### config.mk
export PLATFORM = sky130hd
export DESIGN_NAME = i2c_master_seq
export DESIGN_NICKNAME = d
export VERILOG_FILES = /design/src/rtl/i2c_master_seq_pkg.sv /design/src/rtl/i2c_master_seq_entry.sv /design/src/rtl/i2c_master_seq.sv
export SDC_FILE = /design/constraint.sdc
export NUM_CORES = 1
export LEC_CHECK = 0
export ABC_AREA = 1
export BUFFER_PORTS_ARGS = -buffer_cell sky130_fd_sc_hd__buf_2
export CAP_MARGIN = 10
export CORE_MARGIN = 10
export CORE_UTILIZATION = 48
export DETAILED_ROUTE_END_ITERATION = 7
export GPL_ROUTABILITY_DRIVEN = 1
export PLACE_DENSITY = 0.76
export SETUP_SLACK_MARGIN = 0.15
export SLEW_MARGIN = 20
export SYNTH_ARGS = -nofsm -noshare
export SYNTH_HDL_FRONTEND = slang
export SYNTH_SLANG_ARGS = --single-unit
### constraint.sdc
create_clock -name CLK -period 2.2 [get_ports CLK]
set_input_delay 0.22 -clock CLK [delete_from_list [all_inputs] [get_ports CLK]]
set_output_delay 0.22 -clock CLK [all_outputs]
set_load 0.02 [all_outputs]
### src/rtl/i2c_master_seq_pkg.sv
// Shared definitions for the I2C master sequencer: command-entry control bits,
// response error bits, FSM state encoding, the captured request record and
// the entry-count helper.
package i2c_master_seq_pkg;

  // fifo_snd_ctl bit positions
  localparam int unsigned CtlStart  = 0;
  localparam int unsigned CtlDrive  = 1;
  localparam int unsigned CtlRecv   = 2;
  localparam int unsigned CtlStop   = 3;
  localparam int unsigned CtlRepeat = 4;
  localparam int unsigned CtlW      = 5;

  // RSP_ERR bit positions
  localparam int unsigned ErrNack  = 0;
  localparam int unsigned ErrAbort = 1;

  // Longest sequence is a 4-byte read: addr, reg, re-addr, 4 receives
  localparam int unsigned MaxEntries = 7;
  localparam int unsigned IdxW       = $clog2(MaxEntries + 1);

  typedef enum logic [2:0] {
    StIdle,
    StLoad,
    StRun,
    StDrain,
    StResp
  } state_e;

  typedef struct packed {
    logic        rw;
    logic [6:0]  dev;
    logic [7:0]  reg_addr;
    logic [1:0]  len;
    logic [31:0] wdata;
  } req_t;

  // Number of command entries a request expands to
  function automatic logic [IdxW-1:0] entry_count(input logic rw, input logic [1:0] len);
    return rw ? IdxW'(4) + IdxW'(len) : IdxW'(3) + IdxW'(len);
  endfunction

endpackage

### src/rtl/i2c_master_seq_entry.sv
// Maps an entry index plus the captured request to the byte and control word
// that the sequencer pushes into the send FIFO. Purely combinational.
module i2c_master_seq_entry
  import i2c_master_seq_pkg::*;
(
  input  logic [IdxW-1:0] idx_i,
  input  req_t            req_i,
  output logic [7:0]      dat_o,
  output logic [CtlW-1:0] ctl_o
);

  logic [IdxW-1:0] last_idx;
  logic [1:0]      wbyte;

  assign last_idx = entry_count(req_i.rw, req_i.len) - IdxW'(1);
  // Write payload starts at entry 2, LSB first
  assign wbyte    = 2'(idx_i - IdxW'(2));

  // Decode the entry index into address, register, re-address or data phases
  always_comb begin
    dat_o = '0;
    ctl_o = '0;
    if (idx_i == '0) begin
      dat_o           = {req_i.dev, 1'b0};
      ctl_o[CtlStart] = 1'b1;
      ctl_o[CtlDrive] = 1'b1;
    end else if (idx_i == IdxW'(1)) begin
      dat_o           = req_i.reg_addr;
      ctl_o[CtlDrive] = 1'b1;
    end else if (req_i.rw && idx_i == IdxW'(2)) begin
      dat_o            = {req_i.dev, 1'b1};
      ctl_o[CtlRepeat] = 1'b1;
      ctl_o[CtlDrive]  = 1'b1;
    end else if (req_i.rw) begin
      dat_o           = 8'hFF;
      ctl_o[CtlRecv]  = 1'b1;
      ctl_o[CtlStop]  = (idx_i == last_idx);
    end else begin
      dat_o           = req_i.wdata[{wbyte, 3'b000} +: 8];
      ctl_o[CtlDrive] = 1'b1;
      ctl_o[CtlStop]  = (idx_i == last_idx);
    end
  end

endmodule

### src/rtl/i2c_master_seq.sv
// I2C master sequencer: turns a register read/write request into a list of
// byte-level commands for an I2C engine, kicks the engine, drains its receive
// FIFO and returns data plus NACK/abort status.
// Optional: define I2C_MASTER_SEQ_TIMEOUT_EN to abort RUN after P_TIMEOUT_CYC cycles.
module i2c_master_seq
  import i2c_master_seq_pkg::*;
#(
  parameter int unsigned P_TIMEOUT_CYC = 32'd1_000_000
) (
  input  logic        CLK,
  input  logic        RESET_N,
  input  logic        REQ_VLD,
  output logic        REQ_RDY,
  input  logic        REQ_RW,
  input  logic [6:0]  REQ_DEV,
  input  logic [7:0]  REQ_REG,
  input  logic [1:0]  REQ_LEN,
  input  logic [31:0] REQ_WDATA,
  output logic        RSP_VLD,
  input  logic        RSP_RDY,
  output logic [31:0] RSP_RDATA,
  output logic [1:0]  RSP_ERR,
  input  logic        fifo_snd_rdy,
  output logic        fifo_snd_vld,
  output logic [7:0]  fifo_snd_dat,
  output logic [4:0]  fifo_snd_ctl,
  output logic        fifo_rcv_rdy,
  input  logic        fifo_rcv_vld,
  input  logic [7:0]  fifo_rcv_dat,
  input  logic        fifo_rcv_ack,
  input  logic        I2C_EN,
  output logic        I2C_GO,
  output logic [7:0]  I2C_RUN_NUM,
  input  logic        I2C_DONE
);

  state_e          state_q, state_d;
  req_t            req_q, req_d;
  logic [IdxW-1:0] idx_q, idx_d;
  logic [31:0]     rdata_q, rdata_d;
  logic [1:0]      err_q, err_d;

  logic [IdxW-1:0] num;
  logic [IdxW-1:0] last_idx;
  logic [1:0]      rcv_byte;
  logic [7:0]      ent_dat;
  logic [CtlW-1:0] ent_ctl;
  logic            tmo_hit;
  logic            abort;

  assign num      = entry_count(req_q.rw, req_q.len);
  assign last_idx = num - IdxW'(1);
  // Receive entries start at index 3; first received byte lands in byte 0
  assign rcv_byte = 2'(idx_q - IdxW'(3));

  // Same index walks the send list in LOAD and the receive items in DRAIN
  i2c_master_seq_entry u_entry (
    .idx_i (idx_q),
    .req_i (req_q),
    .dat_o (ent_dat),
    .ctl_o (ent_ctl)
  );

`ifdef I2C_MASTER_SEQ_TIMEOUT_EN
  logic [31:0] tmo_cnt_q;

  // Count cycles spent waiting for DONE
  always_ff @(posedge CLK or negedge RESET_N) begin
    if (!RESET_N) begin
      tmo_cnt_q <= '0;
    end else if (state_q != StRun) begin
      tmo_cnt_q <= '0;
    end else begin
      tmo_cnt_q <= tmo_cnt_q + 32'd1;
    end
  end

  assign tmo_hit = (state_q == StRun) && (tmo_cnt_q == 32'(P_TIMEOUT_CYC - 1));
`else
  logic unused_tmo_cyc;
  assign unused_tmo_cyc = ^P_TIMEOUT_CYC;
  assign tmo_hit        = 1'b0;
`endif

  assign abort = ((state_q == StLoad) || (state_q == StRun) || (state_q == StDrain)) &&
                 (!I2C_EN || tmo_hit);

  // State and captured-request registers
  always_ff @(posedge CLK or negedge RESET_N) begin
    if (!RESET_N) begin
      state_q <= StIdle;
      req_q   <= '0;
      idx_q   <= '0;
      rdata_q <= '0;
      err_q   <= '0;
    end else begin
      state_q <= state_d;
      req_q   <= req_d;
      idx_q   <= idx_d;
      rdata_q <= rdata_d;
      err_q   <= err_d;
    end
  end

  // Next-state: capture, push entries, wait for DONE, drain, respond
  always_comb begin
    state_d = state_q;
    req_d   = req_q;
    idx_d   = idx_q;
    rdata_d = rdata_q;
    err_d   = err_q;
    if (abort) begin
      state_d         = StResp;
      rdata_d         = '0;
      err_d           = '0;
      err_d[ErrAbort] = 1'b1;
    end else begin
      unique case (state_q)
        StIdle: begin
          if (REQ_VLD && REQ_RDY) begin
            req_d   = {REQ_RW, REQ_DEV, REQ_REG, REQ_LEN, REQ_WDATA};
            idx_d   = '0;
            rdata_d = '0;
            err_d   = '0;
            state_d = StLoad;
          end
        end
        StLoad: begin
          if (fifo_snd_rdy) begin
            if (idx_q == last_idx) begin
              state_d = StRun;
            end else begin
              idx_d = idx_q + IdxW'(1);
            end
          end
        end
        StRun: begin
          if (I2C_DONE) begin
            idx_d   = '0;
            state_d = StDrain;
          end
        end
        StDrain: begin
          if (fifo_rcv_vld) begin
            if (ent_ctl[CtlDrive] && !fifo_rcv_ack) begin
              err_d[ErrNack] = 1'b1;
            end
            if (ent_ctl[CtlRecv]) begin
              rdata_d[{rcv_byte, 3'b000} +: 8] = fifo_rcv_dat;
            end
            if (idx_q == last_idx) begin
              state_d = StResp;
            end else begin
              idx_d = idx_q + IdxW'(1);
            end
          end
        end
        StResp: begin
          if (RSP_RDY) begin
            state_d = StIdle;
          end
        end
        default: state_d = StIdle;
      endcase
    end
  end

  // Outputs decoded from state; everything reads zero outside its phase
  always_comb begin
    REQ_RDY      = 1'b0;
    RSP_VLD      = 1'b0;
    RSP_RDATA    = '0;
    RSP_ERR      = '0;
    fifo_snd_vld = 1'b0;
    fifo_snd_dat = '0;
    fifo_snd_ctl = '0;
    fifo_rcv_rdy = 1'b0;
    I2C_GO       = 1'b0;
    I2C_RUN_NUM  = '0;
    unique case (state_q)
      StIdle: begin
        // RESET_N term keeps REQ_RDY low while reset is held
        REQ_RDY = I2C_EN && RESET_N;
      end
      StLoad: begin
        fifo_snd_vld = 1'b1;
        fifo_snd_dat = ent_dat;
        fifo_snd_ctl = ent_ctl;
        I2C_RUN_NUM  = 8'(num);
      end
      StRun: begin
        I2C_GO      = 1'b1;
        I2C_RUN_NUM = 8'(num);
      end
      StDrain: begin
        fifo_rcv_rdy = 1'b1;
        I2C_RUN_NUM  = 8'(num);
      end
      StResp: begin
        RSP_VLD   = 1'b1;
        RSP_RDATA = rdata_q;
        RSP_ERR   = err_q;
      end
      default: ;
    endcase
  end

endmodule

Yosys cells after proc, flatten, opt, wreduce, memory -nomap -nowiden
Index checks and enable logic that the tools add are counted.

operators by class
  bitwise operators = 1
  multiplexer cells = 52
  shift operators = 3
  equality and inequality tests = 20
  reduce and logical (&&, ||, !) cells = 22
  add/subtract/negate cells = 7

operator list
  operator                                                                 count
  32-bit two-way mux                                                       5
  32-bit case mux with 2 select lines                                      1
  3-bit two-way mux                                                        17
  8-bit two-way mux                                                        5
  32-bit bitwise mux                                                       1
  8-bit by 7-bit variable shift with 32-bit output (first input constant)  1
  32-bit by 6-bit variable part select with 8-bit output                   1
  8-bit by 7-bit variable part select with 32-bit output                   1
  3-bit != test (second input constant)                                    6
  1-bit two-way mux                                                        15
  3-bit case mux with 5 select lines                                       1
  3-bit case mux with 4 select lines                                       1
  3-bit by 2-bit equality test with 1-bit output (second input constant)   3
  3-bit by 2-bit != test with 1-bit output (second input constant)         3
  2-bit two-way mux                                                        4
  2-bit != test (second input constant)                                    4
  4-bit AND reduction                                                      2
  5-bit negator with 7-bit output                                          1
  7-bit AND reduction                                                      1
  3-bit by 1-bit equality test with 1-bit output (second input constant)   2
  3-bit zero test                                                          2
  6-bit AND reduction                                                      1
  1-bit logical AND                                                        5
  5-bit two-way mux                                                        1
  other kinds (17)                                                         21

storage, ports and cells
  output and inout bits = 60
  word-level logic and storage cells = 115
  flip-flop bits (word level) = 90
  input bits = 67

Logic depth before layout (Yosys ltp)
Gate-level depths: netlist (run 1).

  depth after elaboration = 11
  mapped depth = 13
  gate-level depth less buffers = 13

By module
From an unflattened synthesis (run 1), not the netlist that was laid out.

unflattened totals
  cell total of the unflattened synthesis = 806
  area total of the unflattened synthesis = 5417.7 um^2

modules (own cells, without submodules)
  module                times used  cells an instance  area each (um^2)  sequential area each (um^2)
  i2c_master_seq        1           644                4659.5            2252.2
  i2c_master_seq_entry  1           162                758.2             0.0

Worst setup path before layout (run 1)
OpenSTA, ideal clock, no wires.

  kind = register to output
  start point = register idx_q[1]
  end point = output fifo_snd_ctl[3]
  arrival time = 2.426 ns
  buffers on the path = 2
  stages on the path, launching flop included = 8
  setup slack = -0.446 ns
  data required time = 1.980 ns
  cell sequence = dfrtp_1 -> clkbuf_1 -> clkinv_1 -> ha_1 -> nand2_1 -> clkbuf_1 -> o21ai_0 -> nor4_1

between the ends
  longest elaborated chain between the ends = 6
  elaborated cells on any way between the ends = 9
  those cells by class = eq/ne: 3; mux: 4; reduce/logical: 2

ends and longest elaborated chain
  element                                         RTL line                    RTL
  start: declaration                              i2c_master_seq.sv:39        logic [IdxW-1:0] idx_q, idx_d;
  start signal: assignment                        i2c_master_seq.sv:99        idx_q <= idx_d;
  3-bit by 2-bit equality test with 1-bit output  i2c_master_seq_entry.sv:30  end else if (req_i.rw && idx_i == IdxW'(2)) begin
  1-bit logical AND                               i2c_master_seq_entry.sv:30
  2-bit two-way mux                               i2c_master_seq_entry.sv:30
  3-bit two-way mux                               i2c_master_seq_entry.sv:27  end else if (idx_i == IdxW'(1)) begin
  3-bit two-way mux (*)                           i2c_master_seq_entry.sv:23  if (idx_i == '0) begin
  5-bit two-way mux (*)                           i2c_master_seq.sv:180       unique case (state_q)
  end: declaration                                i2c_master_seq.sv:26        output logic [4:0] fifo_snd_ctl,

Mark *: on every way between the ends. The rest lies on a longest branch, timed or not.

Worst setup path in the final report (run 1)
  start point = register req_q[32] (netlist name)
  end point = output fifo_snd_ctl[3]

between the ends
  longest elaborated chain between the ends = 8
  elaborated cells on any way between the ends = 9
  those cells by class = add/sub: 3; eq/ne: 1; mux: 5

ends and longest elaborated chain
  element                                                                                                  RTL line                                                RTL
  start: declaration                                                                                       i2c_master_seq.sv:38                                    req_t req_q, req_d;
  start signal: assignment                                                                                 i2c_master_seq.sv:98                                    req_q <= req_d;
  3-bit by 2-bit adder with 3-bit output / 2-bit by 2-bit adder with 3-bit output (equally long branches)  i2c_master_seq_pkg.sv:40                                return rw ? IdxW'(4) + IdxW'(len) : IdxW'(3) + IdxW'(len);
  3-bit two-way mux (*)                                                                                    i2c_master_seq_pkg.sv:40
  3-bit by 1-bit subtractor with 3-bit output (*)                                                          i2c_master_seq_entry.sv:15                              assign last_idx = entry_count(req_i.rw, req_i.len) - IdxW'(1);
  3-bit equality test (*)                                                                                  i2c_master_seq_entry.sv:37, i2c_master_seq_entry.sv:41
  2-bit two-way mux (*)                                                                                    i2c_master_seq_entry.sv:30
  3-bit two-way mux (*)                                                                                    i2c_master_seq_entry.sv:27
  3-bit two-way mux (*)                                                                                    i2c_master_seq_entry.sv:23
  5-bit two-way mux (*)                                                                                    i2c_master_seq.sv:180

Marks and branches as above.

==> impl_metrics.py, run 1 <==
metrics = {
    "placement": {
        "place_congestion": 0.891,
        "place_inst": 885,
        "hpwl_um": 10600,
        "port_buffers": 121,
    },
    "drt": {
        "wl_per_cell_um": 15.7,
        "viasPerCell": 5.17,
        "vias": 4754,
        "ant_nets": 0,
        "dr.pass1.iters": 5,
        "drc": 0,
        "wirelength_um": 14400,
        "drt-initial-drc-count": 303,
    },
    "floorplan": {
        "pin_count": 127,
        "die_width_um": 122,
        "chipHeight_um": 122,
        "std_cell_rows": 37,
        "core_area_um2": 10200,
        "initial_core_util": 0.489,
        "die_area_um2": 14900,
    },
    "global_route": {
        "busiest_layer": "met2",
        "grt_pass1_wl_um": 22700,
        "first_global_vias": 4811,
        "overflow": 0,
        "met3_usage": 0.0634,
        "antenna_found_initial": 0,
        "grt_start_max_net_pins": 55,
        "gr-usage-met2": 0.321,
        "grtUsageTotal": 0.186,
        "grtUsageMet1": 0.210,
    },
    "power_and_ir_drop": {
        "combPwrFrac": 0.549,
        "switchingPower_mw": 3.67,
        "pwr-share-seq": 0.307,
        "ir_worst_vdd_uv": 1210,
        "clock_power_share": 0.144,
        "swShare": 0.443,
        "p_per_area_nw_per_um2": 1270,
        "p_int_mw": 4.61,
        "leakagePower_nw": 3.32,
    },
    "sta": {
        "hold_viol": 0,
        "fmax_ghz": 0.416,
        "setup_tns_ps": -713,
        "setup_violations": 7,
        "setup_slack_ps": -203,
        "timing.slew.headroom": 0.598,
        "worstMarginPinSlew_ps": 603,
        "maxSlewViolCount": 0,
        "period_share": 1.09,
        "rsz0062_at_grt": "yes",
        "period_needed_ps": 2400,
        "fin_skew_ps": 10.5,
    },
    "clock_network": {
        "ctsHoldBuffers": 0,
        "cts_buffers": 9,
        "insertion_delay_ps": 360,
        "tritoncts": "yes",
        "clock_sinks": 90,
        "cts_max_level": 3,
        "clock_path_buffers": 2,
        "cts_root_buf": "clkbuf_8",
        "cts.clk_slew.worst_paths_ps": 100,
    },
    "finish": {
        "final_nets": 853,
        "layout_commonest_cell": "nand2_1",
        "multi_input_comb_area_um2": 2610,
        "drive_above_1_share": 0.381,
        "register_area_um2": 2260,
        "nFillCells": 864,
        "area_delta_synth_final_pct": 30.1,
        "layout_common_cells": "nand2_1, buf_2, nor2_1",
        "antennaDiodeCount": 0,
        "final_cells": 920,
    },
    "critical_path": {
        "critPathMaxStageDelay_ps": 410,
        "cp-end-kind": "primary output",
        "cp-start-kind": "register",
        "crit_path_frequent_cell": "nand2_2",
        "r2r_setup_slack_ps": -120,
        "worst_ep_required_time_ps": 1980,
        "crit_type": "register to primary output",
        "critPathSlowestCell": "dfrtp_1",
        "arrival_ps": 2180,
        "path_cells": "inv_2, ha_4, nand2_2, o21ai_2, ha_2, xnor2_1, nand2_1, nand2_2, nor4_2, buf_4",
        "crit_fanout": 2,
    },
    "synthesis": {
        "ys_ff_latch": 90,
        "synth_cell_types": 30,
        "syn_avg_cell_area_um2": 7.85,
        "synth_area_um2": 5000,
        "synth-seq-area-share": 0.450,
        "synthCells": 637,
        "yosys_warnings": 0,
    },
    "status": {
        "outcome": "finished with violations",
        "violations": "negative setup slack",
    },
    "flow_run": {
        "drv_cap": 0,
    },
    "min_path": {
        "hp-class": "input port to asynchronous set/reset pin",
    },
}
==> through the flow <==
step	total power, mW	utilization	setup slack [ps]	hold slack (ps)	instance area (µm²)
global placement	5.90	0.569	131	408	5820
CTS	7.81	0.618	-129	20.0	6320
detailed placement	6.04	0.569	59.1	418	5820
global route	8.85	0.636	-297	44.1	6500
floorplan	4.98	-	83.3	-75.6	5040
finish	8.28	0.636	-203	14.5	6500
==> logic make-up (layout without fill, tap and decap cells) <==
group	after synthesis	count (layout)	share of synthesized area
flip-flops	90	90	0.450
AND/OR/NAND/NOR	352	352	0.300
multiplexers	47	47	0.106
other	1	5	0.000750
AO/OA/AOI/OAI	35	35	0.0373
XOR/XNOR	3	3	0.00526
buffers and inverters	102	245	0.0833
adder cells (fa/ha/maj)	7	7	0.0175
==> cells in the mapped netlist <==
cell | number | area share
a21oi_1 | 14 | 0.014
a31oi_1 | 1 | 0.0013
buf_2 | 12 | 0.012
buf_4 | 5 | 0.0075
clkbuf_1 | 13 | 0.0098
clkinv_1 | 1 | 0.00075
conb_1 | 1 | 0.00075
dfrtp_1 | 90 | 0.45
ha_1 | 7 | 0.018
inv_1 | 64 | 0.048
inv_2 | 7 | 0.0053
mux2_2 | 47 | 0.11
nand2_1 | 143 | 0.11
nand2_2 | 6 | 0.0075
nand3_1 | 61 | 0.061
nand3b_1 | 1 | 0.0015
nand4_1 | 5 | 0.0063
nor2_1 | 102 | 0.077
nor2_2 | 3 | 0.0038
nor2_4 | 2 | 0.0045
nor3_1 | 22 | 0.022
nor3b_1 | 1 | 0.0015
nor4_1 | 2 | 0.0025
o211ai_1 | 1 | 0.0015
o21ai_0 | 15 | 0.015
o21ai_1 | 2 | 0.0020
o221ai_1 | 2 | 0.0035
or2_0 | 4 | 0.0050
xnor2_1 | 1 | 0.0018
xor2_1 | 2 | 0.0035
==> worst max-delay path, delay by kind of cell (launching register included) <==
family          cells  cell delay [ps]
flops               1              410
buf+inv             2              280
compound gates      1               60
simple gates        4              500
fa+ha+maj           2              410
xor+xnor            1              150
==> area by class of cell <==
type                    count  share of cell area
clock inverters             7              0.0133
flip-flops and latches     90               0.347
clock buffers               9              0.0190
repair buffers            157               0.151
well taps                 136              0.0262
multi-input cells         449               0.401
inverters                  72              0.0427
==> sequential cells by signal (all words and copies together), names as in the netlist <==
signal / cells
idx_q: 3
rdata_q: 32
req_q: 50
state_q: 3
err_q: 2
==> per-layer routing <==
| metal | vias up | wire length (µm) |
|---|---|---|
| met1 | 2245 | 5660 |
| met5 | - | 0 |
| li1 | 2299 | - |
| met3 | 32 | 1280 |
| met2 | 178 | 7140 |
| met4 | 0 | 326 |
==> power groups by stage <==
stage | clock, mW | combinational [mW] | sequential, mW
after global placement | 0 | 3.40 | 2.50
after CTS | 1.21 | 4.09 | 2.51
final | 1.19 | 4.54 | 2.54
after floorplan | 0 | 2.54 | 2.43
after detailed placement | 0 | 3.51 | 2.53
after global routing | 1.30 | 4.95 | 2.61
==> path summary, 6_finish.rpt <==
path,from,cells after the start,end
max,req_q[32],10,fifo_snd_ctl[3]
min,RESET_N,2,err_q[0]
max reg2reg,req_q[32],14,state_q[0]
min reg2reg,rdata_q[6],2,rdata_q[6]
max in group asynchronous,RESET_N,3,req_q[31]
min in group CLK,REQ_WDATA[5],2,req_q[5]
==> what timing repair did <==
item,CTS,global route
resized for setup,59,38
cloned,0,1
pin swaps,16,8
buffers inserted,15,3
hold endpoints to repair,0,0
setup endpoints to repair,48,53
Power figures use the tool's default switching activity.
==> inputs of run 2 (changes only) <==
SKIP_LAST_GASP = 1   (was not set)
==> impl_metrics.py, run 2 (synthesis results as in run 1) <==
metrics = {
    "floorplan": {
        "core_area_um2": 10200,
        "initial_core_util": 0.489,
        "std_cell_rows": 37,
        "die_width_um": 122,
        "die_area_um2": 14900,
        "pin_count": 127,
        "chipHeight_um": 122,
    },
    "clock_network": {
        "cts.clk_slew.worst_paths_ps": 100,
        "ctsHoldBuffers": 0,
        "cts_max_level": 3,
        "clock_sinks": 90,
        "cts_root_buf": "clkbuf_8",
        "cts_buffers": 9,
        "clock_path_buffers": 2,
        "tritoncts": "yes",
        "insertion_delay_ps": 360,
    },
    "sta": {
        "maxSlewViolCount": 0,
        "setup_slack_ps": -164,
        "setup_tns_ps": -464,
        "worstMarginPinSlew_ps": 599,
        "hold-worst-slack_ps": 12.9,
        "timing.slew.headroom": 0.601,
        "period_needed_ps": 2360,
        "fmax_ghz": 0.423,
        "fin_skew_ps": 14.0,
        "period_share": 1.07,
        "rsz0062_at_grt": "yes",
        "hold_viol": 0,
        "setup_violations": 6,
    },
    "finish": {
        "top_regs": "req_q (50), rdata_q (32)",
        "layout_common_cells": "nand2_1, buf_2, nor2_1",
        "drive_above_1_share": 0.381,
        "register_area_um2": 2260,
        "finish.utilization": 0.633,
        "final_nets": 852,
        "largest_reg_flops": 50,
        "top_register": "req_q",
        "area_delta_synth_final_pct": 29.6,
        "nFillCells": 876,
        "final_cells": 919,
        "antennaDiodeCount": 0,
        "multi_input_comb_area_um2": 2600,
        "layout_commonest_cell": "nand2_1",
    },
    "global_route": {
        "gr-usage-met2": 0.316,
        "grt_pass1_wl_um": 22600,
        "grtUsageMet1": 0.211,
        "grtUsageTotal": 0.186,
        "first_global_vias": 4813,
        "antenna_found_initial": 0,
        "met3_usage": 0.0643,
        "overflow": 0,
        "busiest_layer": "met2",
        "grt_start_max_net_pins": 55,
    },
    "critical_path": {
        "worst_ep_required_time_ps": 1980,
        "crit_type": "register to primary output",
        "cp-start-kind": "register",
        "arrival_ps": 2140,
        "crit_path_frequent_cell": "nand2_2",
        "critPathMaxStageDelay_ps": 410,
        "cp-end-kind": "primary output",
        "path_cells": "inv_2, ha_4, nand2_2, o21ai_2, ha_2, xnor2_1, nand2_1, nand2_2, nor4_2, buf_4",
        "crit_fanout": 2,
        "critPathSlowestCell": "dfrtp_1",
        "reg2regPathDepth": 14,
    },
    "min_path": {
        "hp-class": "input port to asynchronous set/reset pin",
    },
    "power_and_ir_drop": {
        "pwr-share-seq": 0.313,
        "swShare": 0.446,
        "leakagePower_nw": 3.32,
        "switchingPower_mw": 3.63,
        "p_per_area_nw_per_um2": 1260,
        "ir_worst_vdd_uv": 1200,
        "combPwrFrac": 0.540,
        "clock_power_share": 0.147,
        "p_int_mw": 4.52,
    },
    "drt": {
        "vias": 4717,
        "wirelength_um": 14300,
        "drt-initial-drc-count": 351,
        "dr.pass1.iters": 4,
        "wl_per_cell_um": 15.6,
        "drc": 0,
        "ant_nets": 0,
        "viasPerCell": 5.13,
    },
    "placement": {
        "hpwl_um": 10600,
        "post-place-ws_ps": 59.1,
        "port_buffers": 121,
        "place_congestion": 0.891,
        "place_inst": 885,
    },
    "status": {
        "violations": "negative setup slack",
        "outcome": "finished with violations",
    },
    "flow_run": {
        "drv_cap": 0,
    },
}
## run 2: cell count changes in the layout (fill, tap and decap cells not counted), sizes merged
cell / change
buf: -1
## run 2: per-layer routing
| layer | up-vias | part of all wire |
|---|---|---|
| met5 | - | 0 |
| met4 | 0 | 0.025 |
| met3 | 26 | 0.088 |
| met2 | 168 | 0.49 |
| met1 | 2222 | 0.40 |
| li1 | 2301 | - |
## run 2: cell type report
type                       count  share of cell area
multi-input combinational    449               0.402
timing repair buffer         156               0.148
inverter                      72              0.0429
tap                          136              0.0263
clock inverter                 7              0.0133
clock buffer                   9              0.0191
sequential                    90               0.348
## run 2: worst max-delay path: cells and delay by family (launching register included)
family | cells | cell delay [ps]
and+or+nand+nor | 4 | 480
adders and majority gates | 2 | 410
AOI/OAI and AO/OA | 1 | 60
DFF | 1 | 410
buffers and inverters | 2 | 280
xor gates and xnor gates | 1 | 150
## run 2: worst paths after layout
| check | start | to | slack (ps) |
|---|---|---|---|
| worst min register to register | rdata_q[6] | rdata_q[6] | 480 |
| max in group asynchronous | RESET_N | rdata_q[1] | 1180 |
| worst min-delay path | RESET_N | err_q[0] | 10 |
| min in group CLK | REQ_REG[1] | req_q[35] | 80 |
| worst max-delay path | req_q[32] | fifo_snd_ctl[3] | -160 |
| worst max register to register | req_q[32] | state_q[0] | -70 |
## run 2: what timing repair did
action / 4_1_cts / 5_1_grt
hold endpoints to repair: 0 / 0
resized for setup: 55 / 44
endpoints found under the setup margin: 48 / 53
gates cloned: 0 / 0
setup buffers: 15 / 3
pin swaps: 16 / 13
## run 2: power by group through the flow
stage | combinational, mW | sequential [mW] | clock [mW]
2_1_floorplan | 2.54 | 2.43 | 0
3_3_place_gp | 3.40 | 2.50 | 0
3_5_place_dp | 3.51 | 2.53 | 0
4_1_cts | 4.08 | 2.51 | 1.21
5_1_grt | 4.80 | 2.61 | 1.29
6_report | 4.40 | 2.55 | 1.19
## run 2: stage by stage
stage          total power, mW  instance area, µm²
2_1_floorplan             4.98                5040
3_3_place_gp              5.90                5820
3_5_place_dp              6.04                5820
4_1_cts                   7.80                6310
5_1_grt                   8.71                6480
6_report                  8.15                6480
